File: src/rtl/axil_reg_responder_pkg.sv
// Shared types and helpers for the AXI-Lite to register-port responder.
package axil_reg_responder_pkg;

    localparam int AXIL_ADDR_W = 32;
    localparam int AXIL_DATA_W = 32;

    typedef enum logic [2:0] {
        ST_IDLE    = 3'd0,
        ST_WR_REQ  = 3'd1,
        ST_RD_REQ  = 3'd2,
        ST_WR_RESP = 3'd3,
        ST_RD_RESP = 3'd4
    } state_e;

    // Width of a counter able to hold 0..cycles; never narrower than one bit.
    function automatic int tmo_cnt_w(input int cycles);
        if (cycles <= 1) begin
            return 1;
        end
        return $clog2(cycles + 1);
    endfunction

endpackage

File: src/rtl/axil_if.sv
// Minimal AXI-Lite bundle: address/data/handshake signals only, no resp/prot/strobe.
interface axil_if #(
    parameter int AXI_ADDR_W = 32
);
    logic                  awvalid;
    logic                  awready;
    logic [AXI_ADDR_W-1:0] awaddr;
    logic                  wvalid;
    logic                  wready;
    logic [31:0]           wdata;
    logic                  bvalid;
    logic                  bready;
    logic                  arvalid;
    logic                  arready;
    logic [AXI_ADDR_W-1:0] araddr;
    logic                  rvalid;
    logic                  rready;
    logic [31:0]           rdata;

    modport s (
        input  awvalid, awaddr, wvalid, wdata, bready, arvalid, araddr, rready,
        output awready, wready, bvalid, arready, rvalid, rdata
    );

    modport m (
        output awvalid, awaddr, wvalid, wdata, bready, arvalid, araddr, rready,
        input  awready, wready, bvalid, arready, rvalid, rdata
    );
endinterface

File: src/rtl/axil_reg_responder.sv
// AXI-Lite subordinate that turns each write/read into a single req/ack access
// on a simple register port, with an optional ack timeout.
//
// state      | meaning
// -----------+------------------------------------------------------------
// ST_IDLE    | no access in flight; arbitrate between pending write and read
// ST_WR_REQ  | req high with req_wr=1, waiting for ack or timeout
// ST_RD_REQ  | req high with req_wr=0, waiting for ack or timeout
// ST_WR_RESP | bvalid high, waiting for bready
// ST_RD_RESP | rvalid high with captured rdata, waiting for rready
module axil_reg_responder
    import axil_reg_responder_pkg::*;
#(
    parameter int ADDR_W         = 16,
    parameter int TIMEOUT_CYCLES = 255
) (
    input  logic              clk,
    input  logic              rst,
    axil_if.s                 axis,
    output logic              req,
    output logic              req_wr,
    output logic [ADDR_W-1:0] addr,
    output logic [31:0]       wr_data,
    input  logic              ack,
    input  logic [31:0]       rd_data,
    output logic              err_sticky
);

    localparam int             CNT_W   = tmo_cnt_w(TIMEOUT_CYCLES);
    localparam bit             TMO_EN  = (TIMEOUT_CYCLES != 0);
    localparam logic [CNT_W-1:0] TC_LAST =
        CNT_W'((TIMEOUT_CYCLES > 0) ? (TIMEOUT_CYCLES - 1) : 0);

    state_e state_q, state_d;

    logic              aw_full_q, aw_full_d, awready_q, aw_take;
    logic              w_full_q,  w_full_d,  wready_q,  w_take;
    logic              ar_full_q, ar_full_d, arready_q, ar_take;
    logic [ADDR_W-1:0] aw_addr_q, ar_addr_q;
    logic [31:0]       w_data_q;

    logic              wr_done, rd_done, expire;
    logic              wr_elig, rd_elig;

    logic              req_d, req_wr_d, bvalid_q, bvalid_d, rvalid_q, rvalid_d;
    logic              err_d, last_rd_q, last_rd_d;
    logic [ADDR_W-1:0] addr_d;
    logic [31:0]       wr_data_d, rdata_q, rdata_d;
    logic [CNT_W-1:0]  cnt_q, cnt_d;

    // Upper AXI address bits are intentionally dropped.
    if (ADDR_W < AXIL_ADDR_W) begin : g_addr_trunc
        logic unused_addr_hi;
        assign unused_addr_hi = ^{axis.awaddr[AXIL_ADDR_W-1:ADDR_W],
                                  axis.araddr[AXIL_ADDR_W-1:ADDR_W]};
    end

    assign aw_take = axis.awvalid && awready_q;
    assign w_take  = axis.wvalid  && wready_q;
    assign ar_take = axis.arvalid && arready_q;

    assign wr_elig = aw_full_q && w_full_q;
    assign rd_elig = ar_full_q;
    assign expire  = TMO_EN && !ack && (cnt_q == TC_LAST);

    assign axis.awready = awready_q;
    assign axis.wready  = wready_q;
    assign axis.arready = arready_q;
    assign axis.bvalid  = bvalid_q;
    assign axis.rvalid  = rvalid_q;
    assign axis.rdata   = rdata_q;

    // Next fullness of the three holding registers: consume on completion, fill on handshake.
    always_comb begin
        aw_full_d = aw_full_q;
        w_full_d  = w_full_q;
        ar_full_d = ar_full_q;
        if (wr_done) begin
            aw_full_d = 1'b0;
            w_full_d  = 1'b0;
        end
        if (rd_done) begin
            ar_full_d = 1'b0;
        end
        if (aw_take) aw_full_d = 1'b1;
        if (w_take)  w_full_d  = 1'b1;
        if (ar_take) ar_full_d = 1'b1;
    end

    // Holding registers; ready flops mirror the inverse of fullness.
    always_ff @(posedge clk) begin
        if (rst) begin
            aw_full_q <= 1'b0;
            w_full_q  <= 1'b0;
            ar_full_q <= 1'b0;
            awready_q <= 1'b1;
            wready_q  <= 1'b1;
            arready_q <= 1'b1;
            aw_addr_q <= '0;
            ar_addr_q <= '0;
            w_data_q  <= '0;
        end else begin
            aw_full_q <= aw_full_d;
            w_full_q  <= w_full_d;
            ar_full_q <= ar_full_d;
            awready_q <= !aw_full_d;
            wready_q  <= !w_full_d;
            arready_q <= !ar_full_d;
            if (aw_take) aw_addr_q <= axis.awaddr[ADDR_W-1:0];
            if (ar_take) ar_addr_q <= axis.araddr[ADDR_W-1:0];
            if (w_take)  w_data_q  <= axis.wdata;
        end
    end

    // Next state and next values of every registered output.
    always_comb begin
        state_d   = state_q;
        req_d     = req;
        req_wr_d  = req_wr;
        addr_d    = addr;
        wr_data_d = wr_data;
        bvalid_d  = bvalid_q;
        rvalid_d  = rvalid_q;
        rdata_d   = rdata_q;
        err_d     = err_sticky;
        last_rd_d = last_rd_q;
        cnt_d     = cnt_q;
        wr_done   = 1'b0;
        rd_done   = 1'b0;

        case (state_q)
            ST_IDLE: begin
                // On a conflict the type not granted last wins.
                if (wr_elig && (!rd_elig || last_rd_q)) begin
                    state_d   = ST_WR_REQ;
                    req_d     = 1'b1;
                    req_wr_d  = 1'b1;
                    addr_d    = aw_addr_q;
                    wr_data_d = w_data_q;
                    last_rd_d = 1'b0;
                    cnt_d     = '0;
                end else if (rd_elig) begin
                    state_d   = ST_RD_REQ;
                    req_d     = 1'b1;
                    req_wr_d  = 1'b0;
                    addr_d    = ar_addr_q;
                    last_rd_d = 1'b1;
                    cnt_d     = '0;
                end
            end
            ST_WR_REQ: begin
                if (!ack) cnt_d = cnt_q + CNT_W'(1);
                if (ack || expire) begin
                    state_d  = ST_WR_RESP;
                    req_d    = 1'b0;
                    bvalid_d = 1'b1;
                    wr_done  = 1'b1;
                    if (expire) err_d = 1'b1;
                end
            end
            ST_RD_REQ: begin
                if (!ack) cnt_d = cnt_q + CNT_W'(1);
                if (ack || expire) begin
                    state_d  = ST_RD_RESP;
                    req_d    = 1'b0;
                    rvalid_d = 1'b1;
                    rd_done  = 1'b1;
                    rdata_d  = ack ? rd_data : 32'h0000_0000;
                    if (expire) err_d = 1'b1;
                end
            end
            ST_WR_RESP: begin
                if (axis.bready) begin
                    state_d  = ST_IDLE;
                    bvalid_d = 1'b0;
                end
            end
            ST_RD_RESP: begin
                if (axis.rready) begin
                    state_d  = ST_IDLE;
                    rvalid_d = 1'b0;
                end
            end
            default: begin
                state_d  = ST_IDLE;
                req_d    = 1'b0;
                bvalid_d = 1'b0;
                rvalid_d = 1'b0;
            end
        endcase
    end

    // FSM state and all output flops.
    always_ff @(posedge clk) begin
        if (rst) begin
            state_q    <= ST_IDLE;
            req        <= 1'b0;
            req_wr     <= 1'b0;
            addr       <= '0;
            wr_data    <= '0;
            bvalid_q   <= 1'b0;
            rvalid_q   <= 1'b0;
            rdata_q    <= '0;
            err_sticky <= 1'b0;
            last_rd_q  <= 1'b1;
            cnt_q      <= '0;
        end else begin
            state_q    <= state_d;
            req        <= req_d;
            req_wr     <= req_wr_d;
            addr       <= addr_d;
            wr_data    <= wr_data_d;
            bvalid_q   <= bvalid_d;
            rvalid_q   <= rvalid_d;
            rdata_q    <= rdata_d;
            err_sticky <= err_d;
            last_rd_q  <= last_rd_d;
            cnt_q      <= cnt_d;
        end
    end

endmodule

File: src/flat_wrapper.sv
// flat-port wrapper written by rule: the top's interface ports become plain ports
module axil_reg_responder_flat import axil_reg_responder_pkg::*;
#(
    parameter int ADDR_W         = 16,
    parameter int TIMEOUT_CYCLES = 255
)
  (clk, rst, req, req_wr, addr, wr_data, ack, rd_data, err_sticky, axis_awvalid, axis_awaddr, axis_wvalid, axis_wdata, axis_bready, axis_arvalid, axis_araddr, axis_rready, axis_awready, axis_wready, axis_bvalid, axis_arready, axis_rvalid, axis_rdata);
  axil_if axis_i ();
  input  logic clk;
  input  logic rst;
  output logic req;
  output logic req_wr;
  output logic [ADDR_W-1:0] addr;
  output logic [31:0] wr_data;
  input  logic ack;
  input  logic [31:0] rd_data;
  output logic err_sticky;
  input wire logic [$bits(axis_i.awvalid)-1:0] axis_awvalid;
  input wire logic [$bits(axis_i.awaddr)-1:0] axis_awaddr;
  input wire logic [$bits(axis_i.wvalid)-1:0] axis_wvalid;
  input wire logic [$bits(axis_i.wdata)-1:0] axis_wdata;
  input wire logic [$bits(axis_i.bready)-1:0] axis_bready;
  input wire logic [$bits(axis_i.arvalid)-1:0] axis_arvalid;
  input wire logic [$bits(axis_i.araddr)-1:0] axis_araddr;
  input wire logic [$bits(axis_i.rready)-1:0] axis_rready;
  output wire logic [$bits(axis_i.awready)-1:0] axis_awready;
  output wire logic [$bits(axis_i.wready)-1:0] axis_wready;
  output wire logic [$bits(axis_i.bvalid)-1:0] axis_bvalid;
  output wire logic [$bits(axis_i.arready)-1:0] axis_arready;
  output wire logic [$bits(axis_i.rvalid)-1:0] axis_rvalid;
  output wire logic [$bits(axis_i.rdata)-1:0] axis_rdata;
  assign axis_i.awvalid = axis_awvalid;
  assign axis_i.awaddr = axis_awaddr;
  assign axis_i.wvalid = axis_wvalid;
  assign axis_i.wdata = axis_wdata;
  assign axis_i.bready = axis_bready;
  assign axis_i.arvalid = axis_arvalid;
  assign axis_i.araddr = axis_araddr;
  assign axis_i.rready = axis_rready;
  assign axis_awready = axis_i.awready;
  assign axis_wready = axis_i.wready;
  assign axis_bvalid = axis_i.bvalid;
  assign axis_arready = axis_i.arready;
  assign axis_rvalid = axis_i.rvalid;
  assign axis_rdata = axis_i.rdata;
  axil_reg_responder #(.ADDR_W(ADDR_W), .TIMEOUT_CYCLES(TIMEOUT_CYCLES)) u_core (.clk(clk), .rst(rst), .axis(axis_i), .req(req), .req_wr(req_wr), .addr(addr), .wr_data(wr_data), .ack(ack), .rd_data(rd_data), .err_sticky(err_sticky));
endmodule
File: config.mk
export PLATFORM = sky130hd
export DESIGN_NAME = axil_reg_responder_flat
export DESIGN_NICKNAME = d
export VERILOG_FILES = /design/src/rtl/axil_reg_responder_pkg.sv /design/src/rtl/axil_if.sv /design/src/rtl/axil_reg_responder.sv /design/src/flat_wrapper.sv
export SDC_FILE = /design/constraint.sdc
export NUM_CORES = 1
export LEC_CHECK = 0
export CORE_UTILIZATION = 37
export CTS_BUF_LIST = sky130_fd_sc_hd__clkbuf_4 sky130_fd_sc_hd__clkbuf_8
export CTS_CLUSTER_SIZE = 10
export DETAILED_ROUTE_END_ITERATION = 10
export GPL_TIMING_DRIVEN = 1
export PLACE_DENSITY = 0.68
export SYNTH_ARGS = -nofsm -noshare
export SYNTH_HDL_FRONTEND = slang
export SYNTH_SLANG_ARGS = --single-unit
File: constraint.sdc
create_clock -name clk -period 2 [get_ports clk]
set_clock_uncertainty 0.05 [all_clocks]
set_input_delay 0.4 -clock clk [delete_from_list [all_inputs] [get_ports clk]]
set_output_delay 0.4 -clock clk [all_outputs]
set_load 0.01 [all_outputs]
==> PnR_summary.wiki <==
{| class="wikitable"
! Metric !! Value
|-
| Final Hold Fails || 0
|-
| Leakage Power || about 3.2 nW
|-
| CP Capture Type || output port
|-
| Share of final-layout standard cells stronger than drive strength 1 || 7.104%
|-
| Number of register bits inferred by synthesis || roughly 170
|-
| Synthesis-to-layout area growth || 42.12%
|-
| Maximum number of pins on one net before global-route repair || between 80 and 90
|-
| EDFF count, synth || 0
|-
| Highest ir drop seen on vdd || 0.0007106 V
|-
| Sequential share of the synthesized area || between 50% and 60%
|-
| Max-slew violation total from the final report || 0
|-
| Max stage delay cell, worst path || sky130_fd_sc_hd__clkdlybuf4s50_1
|-
| Terminating pin of the worst hold path || u_core.axis.arready$_SDFF_PP1_
|-
| Multi-input gate area in the final layout || roughly 2500 um2
|-
| Hold bufs inserted after CTS || 0
|-
| Number of placed instances, taps included || around 1100
|-
| ANT cells || 0
|-
| Synthesized-area fraction occupied by ao, oa, aoi and oai cells || a little over a fifth
|-
| Hold path cells || 3
|-
| Min cycle time layout || approximately 1800 ps
|-
| Post-synthesis cell type count || 44
|-
| Count of nets left with antenna violations after detail routing || 0
|-
| Total wirelength of the detailed-routed design || 16.22 mm
|-
| Transition time of the tightest slew-check pin || just under 900 ps
|-
| Tightest hold margin || just under 300 ps
|-
| Num ports || between 200 and 250
|-
| Post-Synthesis Net Count || ~860
|-
| Setup Buffers After CTS || 0
|-
| Peak clock frequency supported by timing || around 540 MHz
|-
| Clock tree from TritonCTS || yes
|-
| Chip Height || 130.9 um
|-
| Fraction of the cycle the final worst path needs || between 90% and 100%
|-
| DRC violation total after the first TritonRoute iteration || ~270
|-
| Share of synthesized cell area in full adder, half adder and majority cells || less than 1%
|-
| Worst-path maximum fanout || 3
|-
| Clock root buffer || sky130_fd_sc_hd__clkbuf_8
|-
| Ratio of total power to cell area || ~890 nW/um2
|-
| Post-synthesis xor/xnor area fraction || 0.1426%
|-
| Maximum Capacitance Violations || 0
|-
| Starting density of the core || between 30% and 40%
|-
| Wire length of the first global-routing pass || about 25 mm
|-
| Number of buffers created by CTS || 17
|-
| GRT Resource Usage Total || between 10% and 20%
|-
| Count of input and output buffers || about 190
|-
| Fillcell total || between 1500 and 2000
|-
| Initial antenna violation count || 0
|-
| Area share of the largest cell type after synthesis || 54.42%
|-
| Setup slack on the worst flop-to-flop path || roughly 200 ps
|-
| Number of standard cells in the layout, taps in and fillers out || around 1100
|-
| CTS resizes || 0
|-
| Clock transition at the register clock pins on the worst setup and hold paths after CTS || around 80 ps
|-
| HPWL after DPL || around 11 mm
|-
| RSZ-0062 raised after global routing || no
|-
| End of the worst register-to-register path || u_core.cnt_q[5]$_SDFFE_PP0P_
|-
| Horizontal die dimension || about 130 um
|-
| Share of cell area taken by muxes after synthesis || 0.3259%
|-
| Maximum single-stage delay on the critical path || 580 ps
|-
| Delay-heaviest family, CP || buffers and inverters
|-
| Largest family of logic cells by synthesized area || compound AO/OA/AOI/OAI gates
|-
| Commonest cells in the synthesized netlist || sky130_fd_sc_hd__nand2_1 (210), sky130_fd_sc_hd__dfxtp_1 (167), sky130_fd_sc_hd__a21oi_1 (119), sky130_fd_sc_hd__a22o_1 (33), sky130_fd_sc_hd__clkbuf_1 (29)
|-
| Crit path launch type || flip-flop
|-
| Dominant cells by area after synthesis || sky130_fd_sc_hd__dfxtp_1 (54%), sky130_fd_sc_hd__nand2_1 (13%), sky130_fd_sc_hd__a21oi_1 (9.7%)
|-
| Clock sink total || 167
|-
| Count of H-tree levels built during CTS || 4
|-
| Count of yosys warnings during synthesis || 0
|-
| Post-layout util || between 50% and 60%
|-
| Footprint of the flip-flops and latches || 3343 um2
|-
| Number of buffers between clock root and the deepest sink || 2
|-
| Overflow left after global routing || 0
|-
| Post-synthesis instance area || 6143 um2
|-
| Final weighted congestion in routability-driven placement || ~0.83
|-
| First-pass detailed-route iteration total || 4
|-
| Largest area contributor in the netlist || sky130_fd_sc_hd__dfxtp_1
|-
| Die Outline Area || between 15000 and 20000 um2
|-
| DR vias/cell || 4.850
|-
| Area inside the core boundary || about 16000 um2
|-
| Average wire length per cell after detail routing || roughly 14 um
|-
| Path category of the worst min-delay check || input port to flip-flop
|-
| Critical path required time || around 1600 ps
|-
| Headroom to the max-slew limit || between 40% and 50%
|-
| Ys async rst share || 0%
|-
| Synthesized netlist cell count || just over 700
|-
| Number of vias after detailed routing || ~5500
|-
| Most used flip-flop cell after synthesis || sky130_fd_sc_hd__dfxtp_1
|-
| Total of endpoints with negative setup slack in the final report || 0
|-
| Startpoint-to-endpoint class of the critical path || flip-flop to output port
|-
| Cell row count || 46
|-
| Cell with the most instances after synthesis || sky130_fd_sc_hd__nand2_1
|-
| Net count reported at finish || 1042
|-
| Clock latency on the worst-skew pair || roughly 430 ps
|-
| Area share of and/or/nand/nor cells after synthesis || roughly a fifth
|-
| Critical hold path startpoint || rst
|-
| Vias in the first global route || between 5000 and 6000
|-
| Count of buffer and inverter cells on the critical path || 1
|-
| Number of design rule violations left after detail routing || 0
|-
| Avg Synthesized Cell Area || 8.532 um2
|-
| Result of the run || finished clean
|-
| Startpoint of the worst register-to-register path || u_core.state_q[0]$_SDFFE_PP0P_
|-
| Path depth of the worst reg2reg path || 4
|-
| Worst path cell trace || clkdlybuf4s50_1
|-
| Arrival time at the worst endpoint || between 1000 and 1500 ps
|}
==> report_power, final <==
| group | total (mW) | internal [mW] | leakage [nW] | switching, mW |
|---|---|---|---|---|
| logic | 1.61 | 0.818 | 1.61 | 0.796 |
| registers | 3.76 | 3.59 | 1.36 | 0.171 |
| clock network | 2.43 | 1.27 | 0.199 | 1.16 |
| total | 7.81 | 5.68 | 3.17 | 2.13 |
==> layout make-up <==
cell class              count  area share (%)
flip-flops and latches    167           38.29
well taps                 216           3.095
multi-input cells         494           29.09
clock buffers              21           3.024
repair buffers            218           24.76
inverters                   6          0.2580
clock inverters             9           1.476
==> worst max path at each step <==
stage | slack (ps) | endpoint | start | cells after the start
after global routing | 90 | axis_wready | u_core.axis.wready$_SDFF_PP1_ | 1
after global placement | -80 | u_core.cnt_q[5]$_SDFFE_PP0P_ | ack | 5
after floorplan | 250 | u_core.axis.arready$_SDFF_PP1_ | u_core.cnt_q[0]$_SDFFE_PP0P_ | 7
after CTS | 130 | axis_wready | u_core.axis.wready$_SDFF_PP1_ | 1
final | 160 | axis_wready | u_core.axis.wready$_SDFF_PP1_ | 1
after detailed placement | -120 | u_core.cnt_q[5]$_SDFFE_PP0P_ | ack | 5
==> cell families (layout without fill, tap and decap cells) <==
group / after synthesis / count (layout)
AOI/OAI and AO/OA: 209 / 209
xor gates and xnor gates: 1 / 1
DFF: 167 / 167
muxes: 2 / 2
buffers and inverters: 59 / 254
and+or+nand+nor: 280 / 280
adders and majority gates: 2 / 2
==> placed cells by master (no fill, tap or decap), types with 6 or more instances in the layout <==
master,instances
sky130_fd_sc_hd__nor2_1,19
sky130_fd_sc_hd__o31ai_1,14
sky130_fd_sc_hd__a211oi_1,14
sky130_fd_sc_hd__a21oi_1,119
sky130_fd_sc_hd__buf_4,24
sky130_fd_sc_hd__or3_1,18
sky130_fd_sc_hd__nand2_1,210
sky130_fd_sc_hd__dfxtp_1,167
sky130_fd_sc_hd__a22o_1,33
sky130_fd_sc_hd__clkdlybuf4s50_1,190
sky130_fd_sc_hd__o21ai_0,12
sky130_fd_sc_hd__clkbuf_8,17
sky130_fd_sc_hd__inv_1,6
==> per-layer routing <==
metal	up-vias	part of all wire (%)	global-route usage, %
met2	141	47	30.94
met5	-	0	0
met4	0	0.44	4.665
li1	2836	-	-
met3	4	7.5	7.207
met1	2504	45	23.79
==> sequential cells by signal, summed over array words and instances, names as in the netlist, 3 cells and up <==
| register | flops |
|---|---|
| u_core.axis.rdata | 32 |
| u_core.w_data_q | 32 |
| u_core.wr_data | 32 |
| u_core.addr | 16 |
| u_core.ar_addr_q | 16 |
| u_core.aw_addr_q | 16 |
| u_core.cnt_q | 8 |
| u_core.state_q | 3 |
==> metrics by stage <==
stage / setup TNS (ps) / cell area, um2 / total power, mW / setup slack [ps]
6_report: 0 / 8731 / 7.808 / 162.8
5_1_grt: 0 / 8731 / 8.215 / 88.37
4_1_cts: 0 / 8731 / 7.908 / 127.8
3_5_place_dp: -330.4 / 8338 / 5.464 / -115.1
3_3_place_gp: -146.3 / 8338 / 5.445 / -84.68
2_1_floorplan: 0 / 6143 / 4.671 / 250.9
Note: power is estimated with default switching activity, not from simulation.
